--- config.mk ---
export PLATFORM = sky130hd
export DESIGN_NAME = hello_scroll_ctrl
export DESIGN_NICKNAME = d
export VERILOG_FILES = /design/src/rtl/hello_scroll_pkg.sv /design/src/rtl/tick_prescaler.sv /design/src/rtl/hello_scroll_ctrl.sv
export SDC_FILE = /design/constraint.sdc
export NUM_CORES = 1
export LEC_CHECK = 0
export CAP_MARGIN = 20
export CELL_PAD_IN_SITES_DETAIL_PLACEMENT = 2
export CELL_PAD_IN_SITES_GLOBAL_PLACEMENT = 2
export CORE_MARGIN = 2
export CORE_UTILIZATION = 40
export CTS_BUF_LIST = sky130_fd_sc_hd__clkbuf_8
export CTS_CLUSTER_DIAMETER = 100
export CTS_CLUSTER_SIZE = 16
export DETAILED_ROUTE_END_ITERATION = 8
export PLACE_DENSITY = 0.93
export REMOVE_ABC_BUFFERS = 1
export SETUP_SLACK_MARGIN = 0.3
export SLEW_MARGIN = 20
export SYNTH_ARGS = -nofsm -noshare
export SYNTH_HDL_FRONTEND = slang
export SYNTH_SLANG_ARGS = --single-unit
--- constraint.sdc ---
create_clock -name CLOCK_50 -period 3.45 [get_ports CLOCK_50]
set_input_delay 0.5175 -clock CLOCK_50 [delete_from_list [all_inputs] [get_ports CLOCK_50]]
set_output_delay 0.5175 -clock CLOCK_50 [all_outputs]
set_load 0.005 [all_outputs]
--- src/rtl/hello_scroll_pkg.sv ---
// rtl/hello_scroll_pkg.sv - shared types, constants and wrap helper for the HELLO scroll sequencer
package hello_scroll_pkg;

    localparam int NUM_POS = 5;
    localparam int SEL_W   = 3;

    typedef enum logic [1:0] {
        PAUSE     = 2'b00,
        RUN       = 2'b01,
        STEP_WAIT = 2'b10
    } state_t;

    // One rotation step with wrap; dir=0 counts up, dir=1 counts down.
    // The >= on the up path keeps a corrupted sel from running past the last position.
    function automatic logic [SEL_W-1:0] next_sel(input logic [SEL_W-1:0] sel, input logic dir);
        logic [SEL_W-1:0] result;
        if (dir) begin
            result = (sel == '0) ? SEL_W'(NUM_POS - 1) : sel - SEL_W'(1);
        end else begin
            result = (sel >= SEL_W'(NUM_POS - 1)) ? '0 : sel + SEL_W'(1);
        end
        return result;
    endfunction

endpackage

--- src/rtl/tick_prescaler.sv ---
// rtl/tick_prescaler.sv - programmable timebase counter with terminal-count pulse
//   clk, resetn   : clock, synchronous active-low reset
//   en            : count enable
//   clr           : synchronous clear (wins over en)
//   limit         : period in cycles (>= 1)
//   terminal      : high in the last cycle of each period while enabled
module tick_prescaler #(
    parameter int CNT_W = 25
) (
    input  logic             clk,
    input  logic             resetn,
    input  logic             en,
    input  logic             clr,
    input  logic [CNT_W-1:0] limit,
    output logic             terminal
);

    logic [CNT_W-1:0] cnt;

    // >= rather than == so a shortened limit mid-count fires at once instead of
    // wrapping through the full counter range.
    assign terminal = en && (cnt >= limit - CNT_W'(1));

    always_ff @(posedge clk) begin
        if (!resetn) begin
            cnt <= '0;
        end else if (clr) begin
            cnt <= '0;
        end else if (en) begin
            if (terminal) begin
                cnt <= '0;
            end else begin
                cnt <= cnt + CNT_W'(1);
            end
        end
    end

endmodule

--- src/rtl/hello_scroll_ctrl.sv ---
// rtl/hello_scroll_ctrl.sv - run/pause/single-step sequencer driving the HELLO rotator select
//   CLOCK_50, resetn : clock, synchronous active-low reset
//   run              : 1 = auto-scroll, 0 = pause
//   dir              : 0 = sel counts up, 1 = sel counts down
//   step             : push-button level (active high), rising edge steps once in pause
//   speed            : step period = TICK_DIV >> speed
//   sel              : rotation select to the rotator
//   tick             : one-cycle pulse coincident with each new sel
//   state            : FSM state for debug LEDs
//   blank            : (HELLO_SCROLL_BLINK_EN only) blink-off flag while paused
module hello_scroll_ctrl
    import hello_scroll_pkg::*;
#(
    parameter int TICK_DIV = 25000000,
    parameter int CNT_W    = 25
) (
    input  logic             CLOCK_50,
    input  logic             resetn,
    input  logic             run,
    input  logic             dir,
    input  logic             step,
    input  logic [1:0]       speed,
    output logic [SEL_W-1:0] sel,
    output logic             tick,
    output logic [1:0]       state
`ifdef HELLO_SCROLL_BLINK_EN
    ,
    output logic             blank
`endif
);

    localparam logic [CNT_W-1:0] TICK_DIV_W = CNT_W'(TICK_DIV);

    state_t           state_q;
    logic             step_q;
    logic             step_rise;
    logic [CNT_W-1:0] shifted;
    logic [CNT_W-1:0] limit;
    logic             pre_en;
    logic             pre_clr;
    logic             terminal;

    assign step_rise = step & ~step_q;
    assign shifted   = TICK_DIV_W >> speed;
    assign limit     = (shifted == '0) ? CNT_W'(1) : shifted;
    assign state     = state_q;

`ifdef HELLO_SCROLL_BLINK_EN
    logic go_run;
    logic leave_run;

    // step_rise has priority over run, so PAUSE only heads to RUN without a press.
    assign go_run    = (state_q == PAUSE) && !step_rise && run;
    assign leave_run = (state_q == RUN) && !run;
    // Counter free-runs in every legal state except on the RUN boundaries.
    assign pre_clr   = go_run || leave_run ||
                       !((state_q == PAUSE) || (state_q == RUN) || (state_q == STEP_WAIT));
    assign pre_en    = !pre_clr;
`else
    assign pre_en    = (state_q == RUN) && run;
    assign pre_clr   = !pre_en;
`endif

    tick_prescaler #(
        .CNT_W (CNT_W)
    ) u_prescaler (
        .clk      (CLOCK_50),
        .resetn   (resetn),
        .en       (pre_en),
        .clr      (pre_clr),
        .limit    (limit),
        .terminal (terminal)
    );

    always_ff @(posedge CLOCK_50) begin
        if (!resetn) begin
            state_q <= PAUSE;
            sel     <= '0;
            tick    <= 1'b0;
            step_q  <= 1'b0;
        end else begin
            step_q <= step;
            tick   <= 1'b0;
            case (state_q)
                PAUSE: begin
                    if (step_rise) begin
                        sel     <= next_sel(sel, dir);
                        tick    <= 1'b1;
                        state_q <= STEP_WAIT;
                    end else if (run) begin
                        state_q <= RUN;
                    end
                end
                STEP_WAIT: begin
                    if (!step) begin
                        state_q <= PAUSE;
                    end
                end
                RUN: begin
                    if (!run) begin
                        state_q <= PAUSE;
                    end else if (terminal) begin
                        sel  <= next_sel(sel, dir);
                        tick <= 1'b1;
                    end
                end
                default: begin
                    state_q <= PAUSE;
                end
            endcase
        end
    end

`ifdef HELLO_SCROLL_BLINK_EN
    always_ff @(posedge CLOCK_50) begin
        if (!resetn) begin
            blank <= 1'b0;
        end else if (go_run || (state_q == RUN)) begin
            blank <= 1'b0;
        end else if (terminal && ((state_q == PAUSE) || (state_q == STEP_WAIT))) begin
            blank <= ~blank;
        end
    end
`endif

endmodule

==> summary.md <==
| Metric | Value |
|---|---|
| Vias per cell | `5.67` |
| Largest net degree at the start of global routing | `15` |
| Mapped Avg Cell Area | `8.39 µm²` |
| DIE HEIGHT | `74.9 µm` |
| IO Count | `13` |
| Most area-hungry cell type in the Yosys netlist | `dfxtp_1` |
| Synth Instances | `240` |
| WL/cell | `19.3 µm` |
| Root Buffer | `clkbuf_8` |
| VDD IR-drop max | `0.171 mV` |
| Final setup margin | `442 ps` |
| Mapped cell area | `0.00201 mm²` |
| Final Power | `0.791 mW` |
| Final hold vios | `0` |
| Clk slew on worst S/H paths | `70 ps` |
| Filler cell count | `532` |
| Worst-Skew Late Latency | `290 ps` |
| Vias in the first global route | `2078` |
| Initial Util | `42.1%` |
| Status | `finished clean` |
| Synth cell types | `34` |
| CP max stage delay | `590 ps` |
| Grt ovf | `0` |
| Cell breakdown of the critical path | `clkdlybuf4s50_1, inv_1, nor2_4, ha_1, ha_1, o211ai_1, nor2_1, a21oi_1, o31a_1, and3_1, o31a_1` |
| Share of the synthesized area in the top cell type | `31.8%` |
| Predominant post-synthesis flop cell | `dfxtp_1` |
| Antenna diodes | `0` |
| WHS Endpoint | `state[1]$_SDFFE_PN0P_` |
| Seq. cell area | `641 µm²` |
| CP endpoint kind | `flip-flop` |
| Flop2flop setup slack | `1260 ps` |
| Clock Sinks | `32` |
| Reg2reg path depth | `7` |
| Slowest stage cell, crit path | `clkdlybuf4s50_1` |
| First-pass GRT wire length | `10.2 mm` |
| Worst EP required | `3620 ps` |
| Net count, final | `293` |
| Actual slew at the worst max-slew pin | `788 ps` |
| Hold Crit Class | `reg -> reg` |
| Initial DRC count | `52` |
| Slew Viols, Final | `0` |
| CP startpoint kind | `input pin` |
| Area growth, synth to finish | `15.4%` |
| Most frequent cell after synthesis | `nor2_1` |
| DRC Markers | `0` |
| Pre-CTS setup slack | `104 ps` |
| Hold Buf Count CTS | `0` |
| Die area | `0.00562 mm²` |
| Bufs and invs on worst path | `2` |
| Min-delay src | `step_q$_SDFF_PN0_` |
| Hold WS | `436 ps` |
| Ys Warns | `0` |
| GRT Overall Usage | `24.9%` |
| Asr flop ratio synth | `0%` |
| Routed Antenna Nets | `0` |
| Final Non-Filler Cells | `327` |
| Slew Limit Headroom | `47.1%` |
| PwrDens | `341 mW/mm²` |
| RD Place Congestion | `0.862` |
| H-Tree Level Count | `2` |
| Area contributors post-synth | `dfxtp_1 (32%), ha_1 (17%), xor2_1 (7.8%)` |
| Synthesized flop and latch total | `32` |
| R2r endpoint | `sel[0]$_SDFFE_PN0P_` |
| TritonCTS clock tree | `built` |
| TNS Setup | `0 ps` |
| Initial antenna violation count | `0` |
| DR pass1 iterations | `4` |
| Multi-input logic area | `0.00131 mm²` |
| Top cells by count, synth | `nor2_1 (36), dfxtp_1 (32), ha_1 (27)` |
| Post-route minimum period | `3010 ps` |
| Vias | `1853` |
| Worst hold stages | `1` |
| EDFF count, synth | `0` |
| Placed cell count | `319` |
| Worst reg2reg path startpoint | `u_prescaler.cnt[22]$_SDFF_PP0_` |
| Post CTS Setup Buffer Count | `0` |
| Max Fclk | `0.332 GHz` |
| Register area share after synthesis | `31.8%` |
| CTS Buf Count | `5` |
| Family with the most delay on the worst path | `compound AO/OA/AOI/OAI gates` |
| Worst Path Max Fanout | `5` |
| Kind of critical path | `in -> reg` |
| Crit share post-route | `87.2%` |
| Unrepaired setup endpoints after global routing | `false` |
| Arr. time, crit path | `3180 ps` |
| Worst Skew | `8.33 ps` |
| Core Box Area | `0.00479 mm²` |
| DRT Wirelength | `6.30 mm` |
| I/O Buffers | `12` |
| Leak | `0.955 nW` |
| Clock Path Buffers | `2` |
| Final setup fails | `0` |
| Fraction of final layout cells with drive strength greater than 1 | `6.15%` |
| # rows | `25` |
| DIE WIDTH | `74.9 µm` |
| Max-cap check violation count | `0` |
| Post-DP HPWL | `4.68 mm` |
[worst register-to-register path: cells and delay by family, from the launching register on]
family	cells	cell delay, ps
AOI/OAI and AO/OA	2	610
adders and majority gates	1	330
DFF	1	360
and+or+nand+nor	4	780
[power breakdown]
| part | switching [mW] | leakage (nW) | total [mW] | internal [mW] |
|---|---|---|---|---|
| logic | 0.0548 | 0.643 | 0.104 | 0.0491 |
| registers | 0.00897 | 0.259 | 0.385 | 0.376 |
| clock network | 0.146 | 0.0538 | 0.302 | 0.157 |
[worst max-delay path by stage]
| stage | slack [ps] | to | depth (start not counted) | from |
|---|---|---|---|---|
| after floorplan | 660 | u_prescaler.cnt[10]$_SDFF_PP0_ | 9 | speed[0] |
| after global placement | 260 | sel[1]$_SDFFE_PN0P_ | 13 | speed[1] |
| after CTS | 390 | sel[0]$_SDFFE_PN0P_ | 13 | speed[0] |
| after detailed placement | 100 | sel[1]$_SDFFE_PN0P_ | 13 | speed[1] |
| after global routing | 330 | sel[0]$_SDFFE_PN0P_ | 11 | speed[0] |
| final | 440 | sel[0]$_SDFFE_PN0P_ | 11 | speed[0] |
[cell usage in the layout (no fill, tap or decap), types with 2 or more instances in the layout]
| master | Yosys | routed |
|---|---|---|
| clkbuf_8 | 0 | 6 |
| nor3_1 | 6 | 6 |
| a211oi_1 | 3 | 2 |
| nor2_1 | 36 | 35 |
| o211a_1 | 4 | 4 |
| nand3_1 | 11 | 11 |
| o31a_1 | 2 | 2 |
| inv_1 | 14 | 16 |
| nand4_1 | 10 | 10 |
| ha_1 | 27 | 27 |
| or3_1 | 2 | 2 |
| a21oi_1 | 9 | 9 |
| o211ai_1 | 4 | 4 |
| and3_1 | 6 | 6 |
| o21ai_0 | 9 | 8 |
| conb_1 | 2 | 3 |
| buf_4 | 2 | 3 |
| xor2_1 | 18 | 18 |
| and4_1 | 3 | 3 |
| xnor2_1 | 6 | 6 |
| dfxtp_1 | 32 | 32 |
| clkdlybuf4s50_1 | 0 | 12 |
| nor3b_1 | 2 | 2 |
| nand2_1 | 20 | 20 |
[area by class of cell]
cell class | count | area share, %
multi-input combinational | 191 | 56.5
sequential | 32 | 27.6
timing repair buffer | 15 | 6.14
tap | 67 | 3.61
clock buffer | 6 | 3.56
inverter | 14 | 2.26
clock inverter | 2 | 0.323
[per-layer routing]
metal	GRT usage [%]	up-vias	wire, µm
li1	-	873	-
met1	27.4	930	2650
met2	46.3	32	3310
met3	5.22	18	146
met4	9.72	0	194
met5	0	-	0
[sequential cells by signal, summed over array words and instances (netlist names)]
register and count:
state 2, tick 1, step_q 1, u_prescaler.cnt 25, sel 3
[stage by stage]
| stage | utilization (%) | cell area [µm²] |
|---|---|---|
| global placement | 46.4 | 2220 |
| finish | 48.5 | 2320 |
| detailed placement | 46.4 | 2220 |
| floorplan | - | 1990 |
| CTS | 48.3 | 2310 |
| global route | 48.5 | 2320 |
[what timing repair did]
item                       CTS  global route
setup endpoints to repair    2            29
gates cloned                 0             0
resized for setup            1             3
[kinds of logic (layout without fill, tap and decap cells)]
kind of cell | count (synthesis) | in the layout | share of synthesized area (%)
buffers and inverters | 18 | 37 | 3.79
and+or+nand+nor | 103 | 103 | 25.4
adders and majority gates | 27 | 27 | 16.8
DFF | 32 | 32 | 31.8
AOI/OAI and AO/OA | 33 | 33 | 10.8
muxes | 1 | 1 | 0.559
other | 2 | 3 | 0.373
xor gates and xnor gates | 24 | 24 | 10.4
Power figures use the tool's default switching activity.
